==> src/rtl/four_bit_seq_multplr.sv <==
// Sequential shift-and-add multiplier feeding the display's product digits.
// One operand pair per start request, WIDTH iterations per product; the result
// register only changes on entry to DONE so the display never sees partial sums.
module four_bit_seq_multplr #(
   parameter int unsigned WIDTH = 4
) (
   input  logic               clk,
   input  logic               clr,
   input  logic               start,
   input  logic [WIDTH-1:0]   a,
   input  logic [WIDTH-1:0]   b,
   output logic               busy,
   output logic               done,
   output logic [2*WIDTH-1:0] product
);

   localparam int unsigned PW   = 2 * WIDTH;
   localparam int unsigned CntW = (WIDTH > 1) ? $clog2(WIDTH) : 1;
   localparam logic [CntW-1:0] CntLast = CntW'(WIDTH - 1);

   typedef enum logic [1:0] {StIdle, StCalc, StDone} state_e;

   state_e          state_q, state_d;
   logic [PW-1:0]   mcand_q, mcand_d;
   logic [WIDTH-1:0] mplr_q, mplr_d;
   logic [PW-1:0]   acc_q, acc_d;
   logic [CntW-1:0] cnt_q, cnt_d;
   logic [PW-1:0]   product_q, product_d;

   logic            accept;
   logic [PW-1:0]   acc_sum;

   // Start is only honoured while idle or in the single DONE cycle.
   assign accept  = start && (state_q != StCalc);
   assign acc_sum = mplr_q[0] ? (acc_q + (mcand_q << cnt_q)) : acc_q;

   // State and datapath registers; clr abandons any operation in flight.
   always_ff @(posedge clk or negedge clr) begin
      if (!clr) begin
         state_q   <= StIdle;
         mcand_q   <= '0;
         mplr_q    <= '0;
         acc_q     <= '0;
         cnt_q     <= '0;
         product_q <= '0;
      end else begin
         state_q   <= state_d;
         mcand_q   <= mcand_d;
         mplr_q    <= mplr_d;
         acc_q     <= acc_d;
         cnt_q     <= cnt_d;
         product_q <= product_d;
      end
   end

   // Next-state logic.
   always_comb begin
      state_d = state_q;
      unique case (state_q)
         StIdle: if (accept) state_d = StCalc;
         StCalc: if (cnt_q == CntLast) state_d = StDone;
         StDone: state_d = accept ? StCalc : StIdle;
         default: state_d = StIdle;
      endcase
   end

   // Datapath next-state: load on accept, one partial product per CALC cycle.
   always_comb begin
      mcand_d   = mcand_q;
      mplr_d    = mplr_q;
      acc_d     = acc_q;
      cnt_d     = cnt_q;
      product_d = product_q;
      if (state_q == StCalc) begin
         acc_d  = acc_sum;
         mplr_d = mplr_q >> 1;
         cnt_d  = cnt_q + 1'b1;
         // Final iteration: publish the completed sum, never a partial one.
         if (cnt_q == CntLast) product_d = acc_sum;
      end else if (accept) begin
         mcand_d = PW'(a);
         mplr_d  = b;
         acc_d   = '0;
         cnt_d   = '0;
      end
   end

   // Outputs are decoded from registered state only.
   always_comb begin
      busy    = (state_q == StCalc);
      done    = (state_q == StDone);
      product = product_q;
   end

endmodule

==> config.mk <==
export PLATFORM = sky130hd
export DESIGN_NAME = four_bit_seq_multplr
export DESIGN_NICKNAME = d
export VERILOG_FILES = /design/src/rtl/four_bit_seq_multplr.sv
export SDC_FILE = /design/constraint.sdc
export NUM_CORES = 1
export LEC_CHECK = 0
export BUFFER_PORTS_ARGS = -buffer_cell sky130_fd_sc_hd__buf_2
export CAP_MARGIN = 20
export CORE_UTILIZATION = 45
export DETAILED_ROUTE_END_ITERATION = 10
export HOLD_SLACK_MARGIN = 0.06
export PLACE_DENSITY = 0.77
export RECOVER_POWER = 25
export SYNTH_ARGS = -nofsm -noshare
export SYNTH_HDL_FRONTEND = slang
export SYNTH_SLANG_ARGS = --single-unit
==> constraint.sdc <==
create_clock -name clk -period 2.8 [get_ports clk]
set_input_delay 0.14 -clock clk [delete_from_list [all_inputs] [get_ports clk]]
set_output_delay 0.14 -clock clk [all_outputs]
set_load 0.005 [all_outputs]
### Word level (Yosys, flattened, before mapping)

Index checks and enable logic that the tools add are counted.

| operators by class | value |
|---|---|
| add/subtract/negate cells | 2 |
| eq/ne operators | 6 |
| multiplexer cells | 11 |
| shift-type cells | 1 |
| bitwise operators | 1 |
| reduce and logical (&&, ||, !) cells | 6 |

Operator list:

| kind | count |
|---|---|
| $mux W8 | 3 |
| $add A8 B8 Y8 | 1 |
| $mux W2 | 4 |
| $mux W4 | 2 |
| $shl A4 B2 Y8 | 1 |
| $pmux W2 S3 | 1 |
| $reduce_and A2 Y1 | 3 |
| $eq A2 B2 Y1 const B | 2 |
| $ne A2 B1 Y1 const B | 2 |
| $add A2 B1 Y2 const B | 1 |
| $eq A2 B1 Y1 const B | 1 |
| $logic_not A2 Y1 | 1 |
| $ne A2 B2 Y1 const B | 1 |
| $reduce_bool A2 Y1 | 1 |
| $logic_and A1 B1 Y1 | 1 |
| $mux W1 | 1 |
| $not A1 Y1 | 1 |

| storage, ports and cells | value |
|---|---|
| register bits | 28 |
| logic and storage cells | 33 |
| output and inout bits | 10 |
| bits of input ports | 11 |

### Depth between registers and ports, before layout

Gate-level depths: netlist (run 1).

| depth | value |
|---|---|
| word-level depth | 4 |
| gate-level depth with buffers | 10 |
| depth with buffers taken out | 9 |

### Worst setup path before layout (run 1)

Ideal clock, no wire load.

| path | value |
|---|---|
| path kind | register to register |
| from | register cnt_q[0] |
| to | register product_q[6], in the netlist product[6] |
| setup time | 77 ps |
| arrival time | 2,161 ps |
| slack | 561 ps |
| period minus slack after synthesis | 2,239 ps |
| path buffers | 1 |
| cell stages (with the launch flop) | 11 |
| data required time | 2,723 ps |
| cell sequence | dfrtp_1 clkbuf_1 nand2b_1 nor2_1 ha_1 fa_1 a21o_1 a221oi_2 xnor2_1 mux2i_1 a21oi_1 |

| between the ends | value |
|---|---|
| word-level cells in the longest chain between the ends | 3 |
| elaborated cells between the ends (all ways) | 5 |
| those cells by class | 1 x add/sub; 1 x eq/ne; 1 x shift; 1 x mux; 1 x reduce/logical |

Ends and longest elaborated chain:

| what | RTL line | RTL |
|---|---|---|
| from (decl) | 27 | `logic [CntW-1:0] cnt_q, cnt_d;` |
| from (signal assigned) | 51 | `cnt_q <= cnt_d;` |
| $shl A4 B2 Y8 | 35 | `assign acc_sum = mplr_q[0] ? (acc_q + (mcand_q << cnt_q)) : acc_q;` |
| $add A8 B8 Y8 | 35 |  |
| $mux W8 | 35 |  |
| to (signal assigned) | 52 | `product_q <= product_d;` |
| to (decl) | 28 | `logic [PW-1:0] product_q, product_d;` |

Parallel ways exist; a longest one is shown, timed or not.
A chain may end at the register's enable or synchronous reset.

### Final worst setup path (run 1)

Ends and elaborated chain as after synthesis.

==> results of run 1 <==
cell families after synthesis:
| kind of cell | share of synthesized area [%] |
|---|---|
| xor+xnor | 3.48 |
| mux | 13.6 |
| simple gates | 10.1 |
| buf+inv | 3.07 |
| fa+ha+maj | 7.96 |
| compound gates | 15.3 |
| flops | 46.4 |
registers in the layout, summed over array words and instances (netlist names):
register and cells:
acc_q 8, product 8, mcand_q 4, mplr_q 4
cnt_q 2, state_q 2
report_power, final:
| part | leakage [nW] | internal (mW) | switching (mW) |
|---|---|---|---|
| Clock | 0.0138 | 0.0504 | 0.108 |
| Sequential | 0.359 | 0.572 | 0.168 |
| Combinational | 0.481 | 0.467 | 0.532 |
layout make-up:
| cell class | count | area [µm²] |
|---|---|---|
| inverters | 3 | 11.3 |
| repair buffers | 25 | 149 |
| fillers | 300 | 1430 |
| well taps | 44 | 55.1 |
| multi-input cells | 104 | 762 |
| flip-flops and latches | 28 | 701 |
| clock buffers | 3 | 22.5 |
per-stage QoR:
step	cells	util, %	instance area [µm²]	total power [mW]
6_report	207	54.4	1700	1.90
2_1_floorplan	143	-	1510	1.49
3_3_place_gp	199	52.1	1630	1.70
4_1_cts	207	54.4	1700	1.91
5_1_grt	207	54.4	1700	2.09
3_5_place_dp	199	52.1	1630	1.75
routing by layer:
metal | track usage [%] | vias up
met2 | 34.3 | 34
met5 | 0 | -
met3 | 4.11 | 6
li1 | - | 543
met4 | 5.98 | 0
met1 | 23.6 | 519
Yosys cell counts, types with 3 or more instances:
cell type	number
clkbuf_1	4
mux2i_1	16
ha_1	8
and3_2	3
buf_2	4
a21o_1	3
dfrtp_1	28
nand2_1	17
a21oi_1	8
nor2_1	5
a22o_1	6
xnor2_1	6
mux2_2	4
o21ai_0	14
inv_1	3
worst max-delay path by stage:
stage / start / endpoint / slack, ps
final: cnt_q[0]$_DFFE_PN0P_ / product[6]$_DFFE_PN0P_ / 300
after global routing: cnt_q[0]$_DFFE_PN0P_ / product[6]$_DFFE_PN0P_ / 170
after detailed placement: cnt_q[0]$_DFFE_PN0P_ / product[6]$_DFFE_PN0P_ / 370
after CTS: cnt_q[0]$_DFFE_PN0P_ / product[6]$_DFFE_PN0P_ / 340
after floorplan: cnt_q[0]$_DFFE_PN0P_ / product[6]$_DFFE_PN0P_ / 560
after global placement: cnt_q[0]$_DFFE_PN0P_ / product[6]$_DFFE_PN0P_ / 460
critical path, cell delays in order, from the launching register on:
cell and delay [ps]:
dfrtp_1 540, nand2b_1 180, nor2_1 70, ha_1 230, fa_1 430, a21o_1 210
a221oi_2 250, xnor2_1 180, mux2i_1 100, a21oi_1 220
timing repair:
item / in CTS / in global routing
buffers inserted: 0 / 0
gates resized for setup: 0 / 0
hold buffers: 5 / 0
endpoints found under the hold margin: 32 / 0
==> results.md, run 1 <==
* Critical R2R Launch: cnt_q[0]$_DFFE_PN0P_
* FP Rows at 20
* Fin Hold WS at about 69 ps
* Post-synth EDFFs at 0
* Vias per cell at 5.32
* Worst Tran Pin Value at around 1500 ps
* GRT Resource Usage Total at around a fifth
* RSZ-0062 raised after global routing: false
* Met3 wire length at 120 µm
* Leakage at 0.853 nW
* Pre-CTS WS at roughly 370 ps
* Antenna cells at 0
* Maximum clock insertion buffer count at 2
* Mapped cell area at approximately 1500 µm²
* Worst Hold Launch: b[3]
* Largest net degree at the start of global routing at 29
* Distinct cell type count after synthesis at 26
* Worst Setup End Kind: flip-flop
* Total CTS buffers at 3
* CP Class: flip-flop to flip-flop
* Drt drc at 0
* Port Buffer Count at 20
* Final Hold Viols at 0
* CTS sink count at 28
* Peak Freq at 0.400 GHz
* H-tree level count at 1
* Relative slew slack at less than 1%
* Clock slew at reported path FFs at about 130 ps
* Hold Crit Endpoint: mplr_q[3]$_DFFE_PN0P_
* Reg-to-Reg End: product[6]$_DFFE_PN0P_
* Wire length on met2 at about 1400 µm
* # IOs at 21
* Cell Pwr Density at 1120 nW/µm²
* CORE AREA at roughly 3100 µm²
* Main synth FF type: dfrtp_1
* Final period util at about nine tenths
* DRT Wirelength at 2850 µm
* Status: finished, final reports clean
* Root buf cell: clkbuf_4
* CTS tree: built
* Synth async-reset ratio at 100%
* Mapped Cells at approximately 140
* Drt pass-1 iters at 4
* Synth area leader: dfrtp_1
* Die Span X at about 60 µm
* Wire per inst at between 10 and 15 µm
* Hold WC Path Type: primary input to flip-flop
* Yosys top cell area share at a little under half
* Vias in the first global route at between 1,000 and 1,500
* Initial core utilization at 48.2%
* Global-route wire length before repair at 5120 µm
* Commonest non-fill, non-tap cell in the layout: dfrtp_1
* Die area at around 3600 µm²
* Share of layout cells above drive strength 1 at about a fifth
* Setup crit start kind: flip-flop
* Hold depth at 3
* Synthesized Nets at 163
* VDD IR max at a little under 0.0006 V
* Antenna-violating nets left at 0
* Final #Nets at 185
* Detailed placement HPWL at approximately 2200 µm
* Worst-Skew Late Latency at 320 ps
* Required @ worst endpoint at between 3000 and 4000 ps
* Die Y at about 60 µm
* Final setup TNS at 0 ps
* Initial antenna violation count at 0
* Area Growth Syn to Fin at 12.7%
* RePlAce Congestion at 0.845
* Worst setup margin at 302 ps
* Most frequent cells in the layout: dfrtp_1, buf_2, nand2_1
* Seq/Total Area, Yosys at 46.4%
* Syn Area/Cell at around 11 µm²
* Critical-path maximum fanout at 9
* Worst reg2reg path depth at 9
* Reg2reg setup slack at about 300 ps
* Top cells by area, synth: dfrtp_1, mux2i_1, ha_1
* Final Skew at about 8.5 ps
* Via count at about 1,100
* Synth warn at 0
* Top layer used by detailed routing: met4
* Slew Limit Fails at 0
* Setup Viol. Count Final at 0
* Max-cap violations at 0
* Initial drt markers at 28
* Total gr overflow at 0
* Tmin final at around 2500 ps
* Flops & latches, synth at 28
* WP data arrival at between 2000 and 3000 ps
* Met1 wire length at 1310 µm
(Power assumes the default switching activity.)
==> run 2, diff against run 1 <==
--- a/config.mk
+++ b/config.mk
@@ -11,7 +11,7 @@
 export DETAILED_ROUTE_END_ITERATION = 10
 export HOLD_SLACK_MARGIN = 0.06
 export PLACE_DENSITY = 0.77
-export RECOVER_POWER = 25
+export SKIP_LAST_GASP = 1
 export SYNTH_ARGS = -nofsm -noshare
 export SYNTH_HDL_FRONTEND = slang
 export SYNTH_SLANG_ARGS = --single-unit
==> run 2 against run 1 <==
Combinational power hardly changed. Largest cell class unchanged. Sequential power barely moved. Hold slack is the same. Final cell count stayed put. Critical path depth stayed put.
==> results.md, run 2 (synthesized netlist as in run 1, its figures left out) <==
* Die Span X at 59.9 µm (unchanged)
* Port Buffer Count at 20 (unchanged)
* CTS tree: built
* H-tree level count at 1 (unchanged)
* Final Hold Viols at 0 (unchanged)
* Drt pass-1 iters at 4 (unchanged)
* Hold depth at 3 (unchanged)
* Reg2reg setup slack at 300 ps (about the same)
* Peak Freq at 0.400 GHz (unchanged)
* Detailed placement HPWL at 2230 µm (unchanged)
* Required @ worst endpoint at 3030 ps (about the same)
* VDD IR max at 0.000590 V (about the same)
* Cell Pwr Density at 1120 nW/µm² (about the same)
* Setup Viol. Count Final at 0 (unchanged)
* Clock slew at reported path FFs at 130 ps (about the same)
* Final Util at 54.4% (about the same)
* Setup crit start kind: flip-flop
* Final instance area at 1700 µm² (about the same)
* Die Y at 59.9 µm (unchanged)
* Status: finished, final reports clean
* Final #Nets at 185 (unchanged)
* Hold WC Path Type: primary input to flip-flop
* GRT Resource Usage Total at 19.4% (unchanged)
* CP Class: flip-flop to flip-flop
* Global-route wire length before repair at 5120 µm (unchanged)
* Most frequent cells in the layout: dfrtp_1, buf_2, nand2_1
* Vias in the first global route at 1,137 (unchanged)
* RePlAce Congestion at 0.845 (unchanged)
* Final setup TNS at 0 ps (unchanged)
* Relative slew slack at 58.8% (+58 points)
* Final period util at 89.2% (unchanged)
* Critical-path maximum fanout at 9 (unchanged)
* # IOs at 21 (unchanged)
* Maximum clock insertion buffer count at 2 (unchanged)
* DRT Wirelength at 2850 µm (+0.14%)
* Vias per cell at 5.32 (unchanged)
* Worst Setup End Kind: flip-flop
* Area Growth Syn to Fin at 12.8% (about the same)
* Root buf cell: clkbuf_4
* Hold Crit Endpoint: mplr_q[3]$_DFFE_PN0P_
* Total gr overflow at 0 (unchanged)
* RSZ-0062 raised after global routing: false
* Tmin final at 2500 ps (unchanged)
* Antenna-violating nets left at 0 (unchanged)
* Leakage at 0.856 nW (+0.32%)
* Critical R2R Launch: cnt_q[0]$_DFFE_PN0P_
* Fin Hold WS at 69.0 ps (unchanged)
* Initial drt markers at 28 (unchanged)
* Worst reg2reg path depth at 9 (unchanged)
* CORE AREA at 3130 µm² (unchanged)
* Reg-to-Reg End: product[6]$_DFFE_PN0P_
* Initial antenna violation count at 0 (unchanged)
* Worst Tran Pin Value at 619 ps (-868 ps)
* Die area at 3590 µm² (unchanged)
* CTS sink count at 28 (unchanged)
* Final Skew at 8.51 ps (unchanged)
* Area post-placement at 1630 µm² (unchanged)
* Filler instances at 299 (-0.33%)
* Initial core utilization at 48.2% (unchanged)
* Slew Limit Fails at 0 (unchanged)
* Drt drc at 0 (unchanged)
* Largest net degree at the start of global routing at 29 (unchanged)
* Antenna cells at 0 (unchanged)
* Wire per inst at 13.8 µm (+0.14%)
* Share of layout cells above drive strength 1 at 19.6% (+0.61 points)
* Via count at 1,102 (unchanged)
* Total CTS buffers at 3 (unchanged)
* Commonest non-fill, non-tap cell in the layout: dfrtp_1
* # placed instances at 199 (unchanged)
* Max-cap violations at 0 (unchanged)
* FP Rows at 20 (unchanged)
* Worst Hold Launch: b[3]
* WP data arrival at 2730 ps (about the same)
* Worst-Skew Late Latency at 320 ps (about the same)
* Critical path origin: cnt_q[0]$_DFFE_PN0P_
* Post-Layout Cell Count at 207 (unchanged)
==> run 2: worst max-delay path by stage <==
stage                             end  depth (start not counted)
2_1_floorplan  product[6]$_DFFE_PN0P_                         10
3_3_place_gp   product[6]$_DFFE_PN0P_                          9
3_5_place_dp   product[6]$_DFFE_PN0P_                          9
4_1_cts        product[6]$_DFFE_PN0P_                          9
5_1_grt        product[6]$_DFFE_PN0P_                          9
6_report       product[6]$_DFFE_PN0P_                          9
==> run 2: repair_timing <==
action,CTS,global route
hold endpoints to repair,32,0
resized for setup,0,0
buffers inserted,0,0
hold buffers,5,0
==> run 2: critical path, cell delays in order (launching register included) <==
cell and delay, ps:
dfrtp_1 540, nand2b_1 180, nor2_1 70, ha_1 230
fa_1 430, a21o_1 210, a221oi_2 250, xnor2_1 180
mux2i_1 100, a21oi_1 220
==> run 2: power breakdown <==
group          internal [mW]  switching, mW  leakage (nW)
Sequential             0.572          0.168         0.359
Combinational          0.467          0.532         0.483
Clock                 0.0504          0.108        0.0138
Total                   1.09          0.808         0.856
==> run 2: per-layer routing <==
metal	track usage, %	part of all wire (%)
met3	4.11	4.2
met2	34.3	48
met5	0	0
met1	23.6	46
met4	5.98	2.0
==> run 2: cell type report <==
cell class                 count  area, µm²  area share [%]
clock buffer                   3       22.5            1.32
inverter                       3       11.3           0.662
multi-input combinational    104        762            44.8
sequential                    28        701            41.2
tap                           44       55.1            3.24
timing repair buffer          25        150            8.82
==> run 2: stage by stage <==
step | worst slack, ps | power (mW)
after CTS | 340 | 1.91
after floorplan | 561 | 1.49
final | 302 | 1.90
after detailed placement | 373 | 1.75
after global placement | 458 | 1.70
after global routing | 167 | 2.09
